**config.mk**
```make
export PLATFORM = sky130hd
export DESIGN_NAME = pipe_result_collector
export DESIGN_NICKNAME = d
export VERILOG_FILES = /design/src/rtl/pipe_pkg.sv /design/src/rtl/pipe_res_fifo.sv /design/src/rtl/pipe_result_collector.sv
export SDC_FILE = /design/constraint.sdc
export NUM_CORES = 1
export LEC_CHECK = 0
export ABC_AREA = 1
export CORE_MARGIN = 5
export CORE_UTILIZATION = 56
export CTS_CLUSTER_DIAMETER = 50
export CTS_CLUSTER_SIZE = 12
export DETAILED_ROUTE_END_ITERATION = 12
export HOLD_SLACK_MARGIN = 0.1
export PLACE_DENSITY = 0.9
export SKIP_LAST_GASP = 1
export SLEW_MARGIN = 15
export SYNTH_ARGS = -nofsm -noshare
export SYNTH_HDL_FRONTEND = slang
export SYNTH_HIERARCHICAL = 1
export SYNTH_SLANG_ARGS = --single-unit
export TNS_END_PERCENT = 100
```
**constraint.sdc**
```tcl
create_clock -name clk -period 2.6 [get_ports clk]
set_input_delay 0.52 -clock clk [delete_from_list [all_inputs] [get_ports clk]]
set_output_delay 0.52 -clock clk [all_outputs]
set_load 0.1 [all_outputs]
```
**src/rtl/pipe_pkg.sv**
```systemverilog
// ---------------------------------------------------------------------------
// pipe_pkg
//
// Definitions shared by the pipe_ex arithmetic pipeline and the blocks that
// consume its F result bus.
//
//   PIPE_N       data width of F
//   PIPE_LAT     clock edges from operand sampling in pipe_ex to F update
//   PIPE_DEPTH   default result FIFO depth in the collector
//   PIPE_SEQW    default sequence-tag width
//   PIPE_STAT_W  width of the optional statistics counters
//   pipe_res_t   FIFO entry at default widths, {seq, data}
//   sat_inc()    saturating increment for the statistics counters
// ---------------------------------------------------------------------------
package pipe_pkg;

    localparam int PIPE_N      = 10;
    localparam int PIPE_LAT    = 3;
    localparam int PIPE_DEPTH  = 4;
    localparam int PIPE_SEQW   = 4;
    localparam int PIPE_STAT_W = 16;

    typedef struct packed {
        logic [PIPE_SEQW-1:0] seq;
        logic [PIPE_N-1:0]    data;
    } pipe_res_t;

    function automatic logic [PIPE_STAT_W-1:0] sat_inc(input logic [PIPE_STAT_W-1:0] v);
        return (v == '1) ? v : v + PIPE_STAT_W'(1);
    endfunction

endpackage

```
**src/rtl/pipe_res_fifo.sv**
```systemverilog
// ---------------------------------------------------------------------------
// pipe_res_fifo
//
// Small synchronous FIFO holding tagged results for pipe_result_collector.
// The head entry is a combinational read of the storage array so the
// consumer sees it in the same cycle it becomes valid. Storage is cleared
// by reset so the head reads as zero until the first write.
//
// Parameters
//   W      entry width
//   DEPTH  number of entries, power of two, at least 2
//
// Ports
//   clk    clock, rising edge
//   rst    asynchronous active-high reset
//   push   write din at the tail (ignored if full and not popping)
//   pop    remove the head entry (ignored if empty)
//   din    entry to write
//   dout   head entry
//   count  occupied entries, 0..DEPTH
//   full   count == DEPTH
//   empty  count == 0
// ---------------------------------------------------------------------------
module pipe_res_fifo #(
    parameter  int W     = 14,
    parameter  int DEPTH = 4,
    localparam int PW    = $clog2(DEPTH),
    localparam int CW    = PW + 1
) (
    input  logic          clk,
    input  logic          rst,
    input  logic          push,
    input  logic          pop,
    input  logic [W-1:0]  din,
    output logic [W-1:0]  dout,
    output logic [CW-1:0] count,
    output logic          full,
    output logic          empty
);

    logic [W-1:0]     mem_reg [DEPTH];
    logic [PW-1:0]    wr_ptr_reg;
    logic [PW-1:0]    rd_ptr_reg;
    logic [CW-1:0]    count_reg;
    logic [CW-1:0]    count_next;
    logic             push_fire;
    logic             pop_fire;
    logic [DEPTH-1:0] we;

    assign empty = (count_reg == '0);
    assign full  = (count_reg == CW'(DEPTH));
    assign count = count_reg;

    // A pop frees the slot in the same edge, so a push into a full FIFO is
    // accepted when it coincides with a pop.
    assign pop_fire  = pop && !empty;
    assign push_fire = push && (!full || pop_fire);

    // One-hot write enable per entry.
    for (genvar gi = 0; gi < DEPTH; gi++) begin : g_we
        assign we[gi] = push_fire && (wr_ptr_reg == PW'(gi));
    end

    always_ff @(posedge clk or posedge rst) begin
        if (rst) begin
            for (int i = 0; i < DEPTH; i++) begin
                mem_reg[i] <= '0;
            end
        end else begin
            for (int i = 0; i < DEPTH; i++) begin
                if (we[i]) begin
                    mem_reg[i] <= din;
                end
            end
        end
    end

    // Pointers are exactly log2(DEPTH) bits and wrap by overflow; occupancy
    // is tracked separately so full and empty never alias.
    always_comb begin
        count_next = count_reg;
        case ({push_fire, pop_fire})
            2'b10:   count_next = count_reg + CW'(1);
            2'b01:   count_next = count_reg - CW'(1);
            default: count_next = count_reg;
        endcase
    end

    always_ff @(posedge clk or posedge rst) begin
        if (rst) begin
            wr_ptr_reg <= '0;
            rd_ptr_reg <= '0;
            count_reg  <= '0;
        end else begin
            if (push_fire) begin
                wr_ptr_reg <= wr_ptr_reg + PW'(1);
            end
            if (pop_fire) begin
                rd_ptr_reg <= rd_ptr_reg + PW'(1);
            end
            count_reg <= count_next;
        end
    end

    assign dout = mem_reg[rd_ptr_reg];

endmodule

```
**src/rtl/pipe_result_collector.sv**
```systemverilog
// ---------------------------------------------------------------------------
// pipe_result_collector
//
// Turns the free-running, untagged F bus of pipe_ex into a flow-controlled
// stream of tagged results. A token line follows each issued operand set
// through the pipeline; when its token reaches the end, the F value on
// f_in is stored with a sequence tag in a small FIFO, which is offered to
// the consumer over a valid/ready handshake.
//
// Parameters
//   N      data width of F / out_data
//   LAT    clock edges from operand sampling in pipe_ex to F update
//   DEPTH  FIFO entries, power of two, at least 2
//   SEQW   sequence-tag width
//
// Ports
//   clk        clock, rising edge
//   rst        asynchronous active-high reset
//   issue      a valid operand set is presented to pipe_ex this cycle
//   f_in       F output of pipe_ex
//   out_valid  FIFO holds at least one result
//   out_ready  consumer accepts the head entry
//   out_data   head result
//   out_seq    sequence tag of the head result
//   count      occupied FIFO entries
//   full       count == DEPTH
//   overflow   sticky: a capture was dropped because the FIFO was full
//
// Optional build macro PIPE_RES_STATS_EN adds:
//   stat_cap   saturating count of accepted captures
//   stat_drop  saturating count of dropped captures
// ---------------------------------------------------------------------------
module pipe_result_collector
    import pipe_pkg::*;
#(
    parameter  int N     = PIPE_N,
    parameter  int LAT   = PIPE_LAT,
    parameter  int DEPTH = PIPE_DEPTH,
    parameter  int SEQW  = PIPE_SEQW,
    localparam int CW    = $clog2(DEPTH) + 1
) (
    input  logic            clk,
    input  logic            rst,
    input  logic            issue,
    input  logic [N-1:0]    f_in,
    output logic            out_valid,
    input  logic            out_ready,
    output logic [N-1:0]    out_data,
    output logic [SEQW-1:0] out_seq,
    output logic [CW-1:0]   count,
    output logic            full,
    output logic            overflow
`ifdef PIPE_RES_STATS_EN
    ,
    output logic [15:0]     stat_cap,
    output logic [15:0]     stat_drop
`endif
);

    // Same layout as pipe_res_t, sized by this instance's parameters.
    typedef struct packed {
        logic [SEQW-1:0] seq;
        logic [N-1:0]    data;
    } res_t;

    logic [LAT-1:0]  vld_reg;
    logic [LAT-1:0]  vld_next;
    logic            cap_reg;
    logic [SEQW-1:0] seq_reg;
    logic            overflow_reg;

    logic            fifo_empty;
    logic            pop_fire;
    logic            cap_accept;
    logic            cap_drop;
    res_t            wr_entry;
    res_t            rd_entry;

    // Token line: bit i is set when an issue was sampled i+1 edges ago.
    if (LAT == 1) begin : g_vld_one
        assign vld_next = issue;
    end else begin : g_vld_shift
        assign vld_next = {vld_reg[LAT-2:0], issue};
    end

    // pipe_ex updates F on the LAT-th edge after sampling the operands, so
    // the value is stable on f_in for the whole cycle after that edge. The
    // tap of the token line is registered once more so cap_reg is high in
    // exactly that cycle and the capture lands on edge k+LAT+1.
    always_ff @(posedge clk or posedge rst) begin
        if (rst) begin
            vld_reg <= '0;
            cap_reg <= 1'b0;
        end else begin
            vld_reg <= vld_next;
            cap_reg <= vld_reg[LAT-1];
        end
    end

    assign out_valid  = !fifo_empty;
    assign pop_fire   = out_valid && out_ready;

    // A full FIFO still accepts a capture when the head leaves in the same
    // edge; otherwise the capture is lost and flagged.
    assign cap_drop   = cap_reg && full && !pop_fire;
    assign cap_accept = cap_reg && !cap_drop;

    assign wr_entry.seq  = seq_reg;
    assign wr_entry.data = f_in;

    // The tag advances on every capture attempt, so drops appear to the
    // consumer as gaps in the tag sequence.
    always_ff @(posedge clk or posedge rst) begin
        if (rst) begin
            seq_reg      <= '0;
            overflow_reg <= 1'b0;
        end else begin
            if (cap_reg) begin
                seq_reg <= seq_reg + SEQW'(1);
            end
            if (cap_drop) begin
                overflow_reg <= 1'b1;
            end
        end
    end

    assign overflow = overflow_reg;

    pipe_res_fifo #(
        .W     ($bits(res_t)),
        .DEPTH (DEPTH)
    ) u_fifo (
        .clk   (clk),
        .rst   (rst),
        .push  (cap_accept),
        .pop   (pop_fire),
        .din   (wr_entry),
        .dout  (rd_entry),
        .count (count),
        .full  (full),
        .empty (fifo_empty)
    );

    assign out_data = rd_entry.data;
    assign out_seq  = rd_entry.seq;

`ifdef PIPE_RES_STATS_EN
    logic [PIPE_STAT_W-1:0] stat_cap_reg;
    logic [PIPE_STAT_W-1:0] stat_drop_reg;

    always_ff @(posedge clk or posedge rst) begin
        if (rst) begin
            stat_cap_reg  <= '0;
            stat_drop_reg <= '0;
        end else begin
            if (cap_accept) begin
                stat_cap_reg <= sat_inc(stat_cap_reg);
            end
            if (cap_drop) begin
                stat_drop_reg <= sat_inc(stat_drop_reg);
            end
        end
    end

    assign stat_cap  = stat_cap_reg;
    assign stat_drop = stat_drop_reg;
`endif

endmodule

```
==> results of run 1 <==
[logic make-up after synthesis]
logic type / count (synthesis) / share of synthesized area (%)
AND/OR/NAND/NOR: 117 / 15.7
AO/OA/AOI/OAI: 104 / 19.8
flip-flops: 72 / 53.3
buffers and inverters: 49 / 7.47
adder cells (fa/ha/maj): 6 / 2.44
XOR/XNOR: 5 / 1.29
[per-stage QoR]
stage	setup slack [ns]	hold WS (ns)	utilization (%)	setup TNS, ns	std cells
5_1_grt	0.175	0.360	70.2	0	463
6_report	0.258	0.348	70.2	0	463
4_1_cts	0.248	0.350	70.2	0	463
3_5_place_dp	0.465	0.335	67.2	0	449
3_3_place_gp	0.525	0.334	67.2	0	449
2_1_floorplan	-0.0706	0.331	-	-0.101	353
[path summary, 6_finish.rpt]
check	from	cells after the start	endpoint
worst min-delay path	vld_reg[1]$_DFF_PP0_	0	vld_reg[2]$_DFF_PP0_
worst min register to register	vld_reg[1]$_DFF_PP0_	0	vld_reg[2]$_DFF_PP0_
max in group asynchronous	rst	3	u_fifo/mem_reg[8]$_DFFE_PP0P_
worst max-delay path	u_fifo/rd_ptr_reg[0]$_DFFE_PP0N_	5	out_seq[0]
worst max register to register	u_fifo/count[1]$_DFFE_PP0P_	14	u_fifo/count[2]$_DFFE_PP0P_
min in group asynchronous	rst	2	cap_reg$_DFF_PP0_
[worst max-delay path: stages, from the launching register on]
cell and delay [ns]:
dfrtp_1 0.40, inv_1 0.18, buf_4 0.30, o21ai_0 0.18, o22ai_2 0.21, buf_12 0.21
[layer usage]
| metal | global-route usage [%] | up-vias |
|---|---|---|
| met5 | 0 | - |
| met4 | 9.21 | 0 |
| met3 | 4.89 | 12 |
| met2 | 34.0 | 81 |
| met1 | 26.8 | 1229 |
| li1 | - | 1219 |
[Yosys cell counts, types with 2 or more instances]
library cell,instances
dfrtp_1,72
nand2_1,69
nor2_1,34
o21ai_2,34
inv_1,31
o21ai_0,30
o21ai_1,22
o22ai_1,14
buf_6,8
clkbuf_1,7
ha_1,5
xor2_1,5
nand2_2,4
nand2_8,4
a21oi_1,2
nand3_1,2
[layout make-up]
cell class,count,share of cell area [%]
well taps,75,2.27
repair buffers,37,12.1
clock buffers,14,4.18
inverters,33,3.27
flip-flops and latches,72,43.7
multi-input cells,232,34.5
==> results.ini, run 1 <==
[sta]
relSlewSlack_pct=70.3
min_period_ns=2.34
max_freq_mhz=427
drv_slew=0
tightest_slew_ns=0.445
period_share_pct=90.1
rsz0062_at_grt=false
skew_ns=0.00891
hold_viol=0
setup_viol=0

[drt]
drc=0
drt_pass1_iterations=4
drt_iter0_drc=208
wl_met2_um=3580
wl_met3_um=436
met1Wirelength_um=2810
viasPerCell=5.49
num_vias=2541
top_layer=met4
wl_per_cell_um=15.1
detail-route-antenna-nets=0
drt-total-wl_um=6970

[die]
io_pins=34
dieArea_um2=7700
die_x_um=87.7
die_h_um=87.7
core-area_um2=5890
rows=28
start_util_pct=57.5

[cells_and_area]
fillers=403
largest_register_ffs=56
final_common_cell=dfrtp_1
diodes=0
drive_gt1_share_pct=27.1
final_cell_mix=dfrtp_1 (69), nand2_1 (68), nor2_1 (34), o21ai_2 (34), o21ai_0 (30)
syn_to_final_growth_pct=22.1
multiInputGateArea_um2=1430
ff_latch_area_um2=1810
stdcell_area_um2=4130
layout.nets=405

[yosys]
synthTopCellsByArea=dfrtp_1 (53%), o21ai_2 (8.8%), nand2_1 (7.7%)
synth-async-reset-ratio_pct=100
synth.largest_area_cell=dfrtp_1
synth_area_um2=3380
ys_seq_area_share_pct=53.3
syn-num-nets=373
synth_edf_count=0
synthCells=353
synth-seq-cells=72
ys.flop_type=dfrtp_1
synth_area_per_cell_um2=9.58
yosysWarnings=6
synth_cell_types=26
netlist.area_leader.share_pct=53.3

[clock_network]
cts_buffers=9
path_clk_slew_ns=0.07
clock-sinks=72
clock_path_buffers=2
root_buffer=clkbuf_8
cts_resized=0
cts_setup_buffers=0
cts_tree=done
cts_hold_buf=0
clkLatencyLatePin_ns=0.34
ctsHtreeMaxLevel=3

[placement]
finalWeightedCongestion=0.727
dp_hpwl_um=4330
place_area_um2=3960
io_buffers=33

[setup_path]
cp.arrival_ns=1.82
worstPathMaxFanout=23
endpoint_kind=primary output
crit_required_ns=2.08
path_class=flip-flop to primary output
reg2reg_slack_ns=0.57
cp-start-kind=flip-flop

[grt]
grt_pass1_vias=2572
antenna_found_initial=0
grt_pass1_wl_um=12100
grtUsageTotal_pct=20.9
grt_overflow=0
grt_max_degree=64

[worst_hold_path]
hp-class=flip-flop to flip-flop

[job]
max_cap_violations=0

[outcome]
run_status=completed

Power of run 1 is left out: the tool's default activity adds up to more than one toggle a clock period on the data nets, which glitch-free logic cannot reach.
==> run 2, diff against run 1 <==
--- a/config.mk
+++ b/config.mk
@@ -6,6 +6,7 @@
 export NUM_CORES = 1
 export LEC_CHECK = 0
 export ABC_AREA = 1
+export CAP_MARGIN = 20
 export CORE_MARGIN = 5
 export CORE_UTILIZATION = 56
 export CTS_CLUSTER_DIAMETER = 50
==> results of run 2 <==
The final DEF is identical to that of run 1; final timing and power are the same.
Power of run 2 is left out for the same reason.
==> run 3, diff against run 2 <==
--- a/config.mk
+++ b/config.mk
@@ -7,7 +7,6 @@
 export LEC_CHECK = 0
 export ABC_AREA = 1
 export CAP_MARGIN = 20
-export CORE_MARGIN = 5
 export CORE_UTILIZATION = 56
 export CTS_CLUSTER_DIAMETER = 50
 export CTS_CLUSTER_SIZE = 12
==> run 3 against run 2 <==
  * Worst hold slack gained 0.0047 ns
  * Die area shrank 17%
  * First-iteration DRC count rose by 42%
  * Non-clock buffer count grew 2
  * Clock-buffer cell count shrank 3
  * Sequential share of layout area fell by 0.72 points
  * Clock skew about the same
  * Critical path depth stayed put
  * Sequential cell count did not move
  * Global-route usage up 4.5 points
==> results.ini, run 3 (synthesized netlist as in run 1, its figures left out) <==
[drt]
drt_pass1_iterations=5  ; was 4
wl_per_cell_um=15.8  ; was 15.1 um
drc=0  ; unchanged
detail-route-antenna-nets=0  ; unchanged
drt-total-wl_um=7330  ; was 6970 um
viasPerCell=5.59  ; was 5.49
num_vias=2593  ; was 2,541
drt_iter0_drc=295  ; was 208

[clock_network]
cts_buffers=9  ; unchanged
clkLatencyLatePin_ns=0.34  ; about the same
clock_path_buffers=2  ; unchanged
clock-sinks=72  ; unchanged
ctsHtreeMaxLevel=3  ; unchanged
cts_resized=0  ; unchanged
cts_setup_buffers=0  ; unchanged
cts_tree=done  ; unchanged
path_clk_slew_ns=0.07  ; about the same
cts_hold_buf=0  ; unchanged
root_buffer=clkbuf_8  ; unchanged

[cells_and_area]
final_cell_count_no_fill=464  ; was 463
final_cell_mix=dfrtp_1 (69), nand2_1 (68), nor2_1 (34), o21ai_2 (34), o21ai_0 (30)  ; unchanged
fin_util_pct=74.0  ; was 70.2%
drive_gt1_share_pct=28.3  ; was 27.1%
syn_to_final_growth_pct=24.1  ; was 22.1%
largest_register_ffs=56  ; unchanged
layout.nets=407  ; was 405
diodes=0  ; unchanged
final_common_cell=dfrtp_1  ; unchanged

[sta]
min_period_ns=2.31  ; was 2.34 ns
tightest_slew_ns=0.461  ; was 0.445 ns
hold_viol=0  ; unchanged
max_freq_mhz=433  ; was 427 MHz
rsz0062_at_grt=false  ; unchanged
relSlewSlack_pct=69.2  ; was 70.3%
setup_viol=0  ; unchanged
skew_ns=0.00882  ; was 0.00891 ns
period_share_pct=88.7  ; was 90.1%
drv_slew=0  ; unchanged
holdWs_ns=0.353  ; was 0.348 ns

[die]
core-area_um2=5680  ; was 5890 um^2
start_util_pct=59.6  ; was 57.5%
die_h_um=79.7  ; was 87.7 um
die_x_um=79.7  ; was 87.7 um
rows=27  ; was 28
dieArea_um2=6360  ; was 7700 um^2
io_pins=34  ; unchanged

[setup_path]
max_stage_delay_ns=0.38  ; was 0.40 ns
slowest_stage=dfrtp_1  ; unchanged
crit_required_ns=2.08  ; about the same
crit-reg2reg-launch=u_fifo/count[1]$_DFFE_PP0P_  ; unchanged
crit_family=buffers and inverters  ; unchanged
cp.arrival_ns=1.79  ; was 1.82 ns
worstPathMaxFanout=18  ; was 23
path_buf_inv=3  ; unchanged
crit_top_cell=buf_12
timing.rr.end=u_fifo/count[2]$_DFFE_PP0P_  ; unchanged
reg2reg_slack_ns=0.56  ; was 0.57 ns
endpoint_kind=primary output  ; unchanged
crit_chain=inv_1 -> buf_12 -> o21ai_0 -> o22ai_2 -> buf_12  ; was inv_1 -> buf_4 -> o21ai_0 -> o22ai_2 -> buf_12
cp-start-kind=flip-flop  ; unchanged
path_class=flip-flop to primary output  ; unchanged
r2r_cells=14  ; unchanged

[job]
max_cap_violations=0  ; unchanged

[worst_hold_path]
min_to=vld_reg[2]$_DFF_PP0_  ; unchanged
hp-class=flip-flop to flip-flop  ; unchanged
hold_depth=0  ; unchanged
min_from=vld_reg[1]$_DFF_PP0_  ; unchanged

[grt]
grt_overflow=0  ; unchanged
grt_pass1_vias=2536  ; was 2,572
grt_max_degree=30  ; was 64
grt_pass1_wl_um=12000  ; was 12,100 um
grtUsageTotal_pct=25.4  ; was 20.9%
antenna_found_initial=0  ; unchanged

[placement]
dp_hpwl_um=4590  ; was 4330 um
io_buffers=33  ; unchanged
finalWeightedCongestion=0.770  ; was 0.727
post-place-cells=448  ; was 449

[outcome]
run_status=completed  ; unchanged

[run 3: cell types whose count changed in the layout (fill, tap and decap cells not counted), sizes merged]
cell / delta
clkinv: +3
clkbuf: -3
buf: +2
bufinv: +2
[run 3: worst register-to-register path, cell delays in order (launching register included)]
cell and delay [ns]:
dfrtp_2 0.43, nor2_2 0.15, nand2_2 0.10, inv_2 0.08, clkinvlp_4 0.08, nand2_2 0.09, a21boi_2 0.09, nand3b_1 0.22
fa_2 0.37, inv_1 0.06, nand2_1 0.06, nand2_1 0.06, nand2_1 0.05, nand2_1 0.06, inv_1 0.04
[run 3: worst max-delay path by stage]
stage,from,end,slack (ns),cells after the start
2_1_floorplan,u_fifo/count[1]$_DFFE_PP0P_,u_fifo/count[2]$_DFFE_PP0P_,-0.07,14
3_3_place_gp,out_ready,u_fifo/count[1]$_DFFE_PP0P_,0.52,6
3_5_place_dp,out_ready,u_fifo/count[2]$_DFFE_PP0P_,0.45,11
4_1_cts,u_fifo/rd_ptr_reg[0]$_DFFE_PP0N_,out_seq[3],0.29,5
5_1_grt,u_fifo/rd_ptr_reg[0]$_DFFE_PP0N_,out_seq[3],0.18,5
6_report,u_fifo/rd_ptr_reg[0]$_DFFE_PP0N_,out_seq[3],0.29,5
[run 3: layout make-up]
cell class | count | area [um^2]
Inverter | 33 | 135
Fill cell | 373 | 1480
Clock inverter | 5 | 78.8
Tap cell | 72 | 90.1
Sequential cell | 72 | 1810
Multi-Input combinational cell | 232 | 1430
Clock buffer | 11 | 151
Timing Repair Buffer | 39 | 513
[run 3: stage by stage]
| step | setup TNS, ns | setup WS [ns] | area [um^2] |
|---|---|---|---|
| 3_3_place_gp | 0 | 0.524 | 3970 |
| 4_1_cts | 0 | 0.286 | 4200 |
| 5_1_grt | 0 | 0.175 | 4200 |
| 3_5_place_dp | 0 | 0.448 | 3970 |
| 6_report | 0 | 0.293 | 4200 |
| 2_1_floorplan | -0.101 | -0.0706 | 3490 |
[run 3: metal layers]
metal	vias to the layer above	global-route usage (%)	routed length (um)	share of wire, %
li1	1225	-	-	-
met1	1273	32.2	3140	43
met2	82	41.4	3700	51
met3	13	6.29	359	4.9
met4	0	10.7	131	1.8
met5	-	0	0	0
Power of run 3 is left out for the same reason.
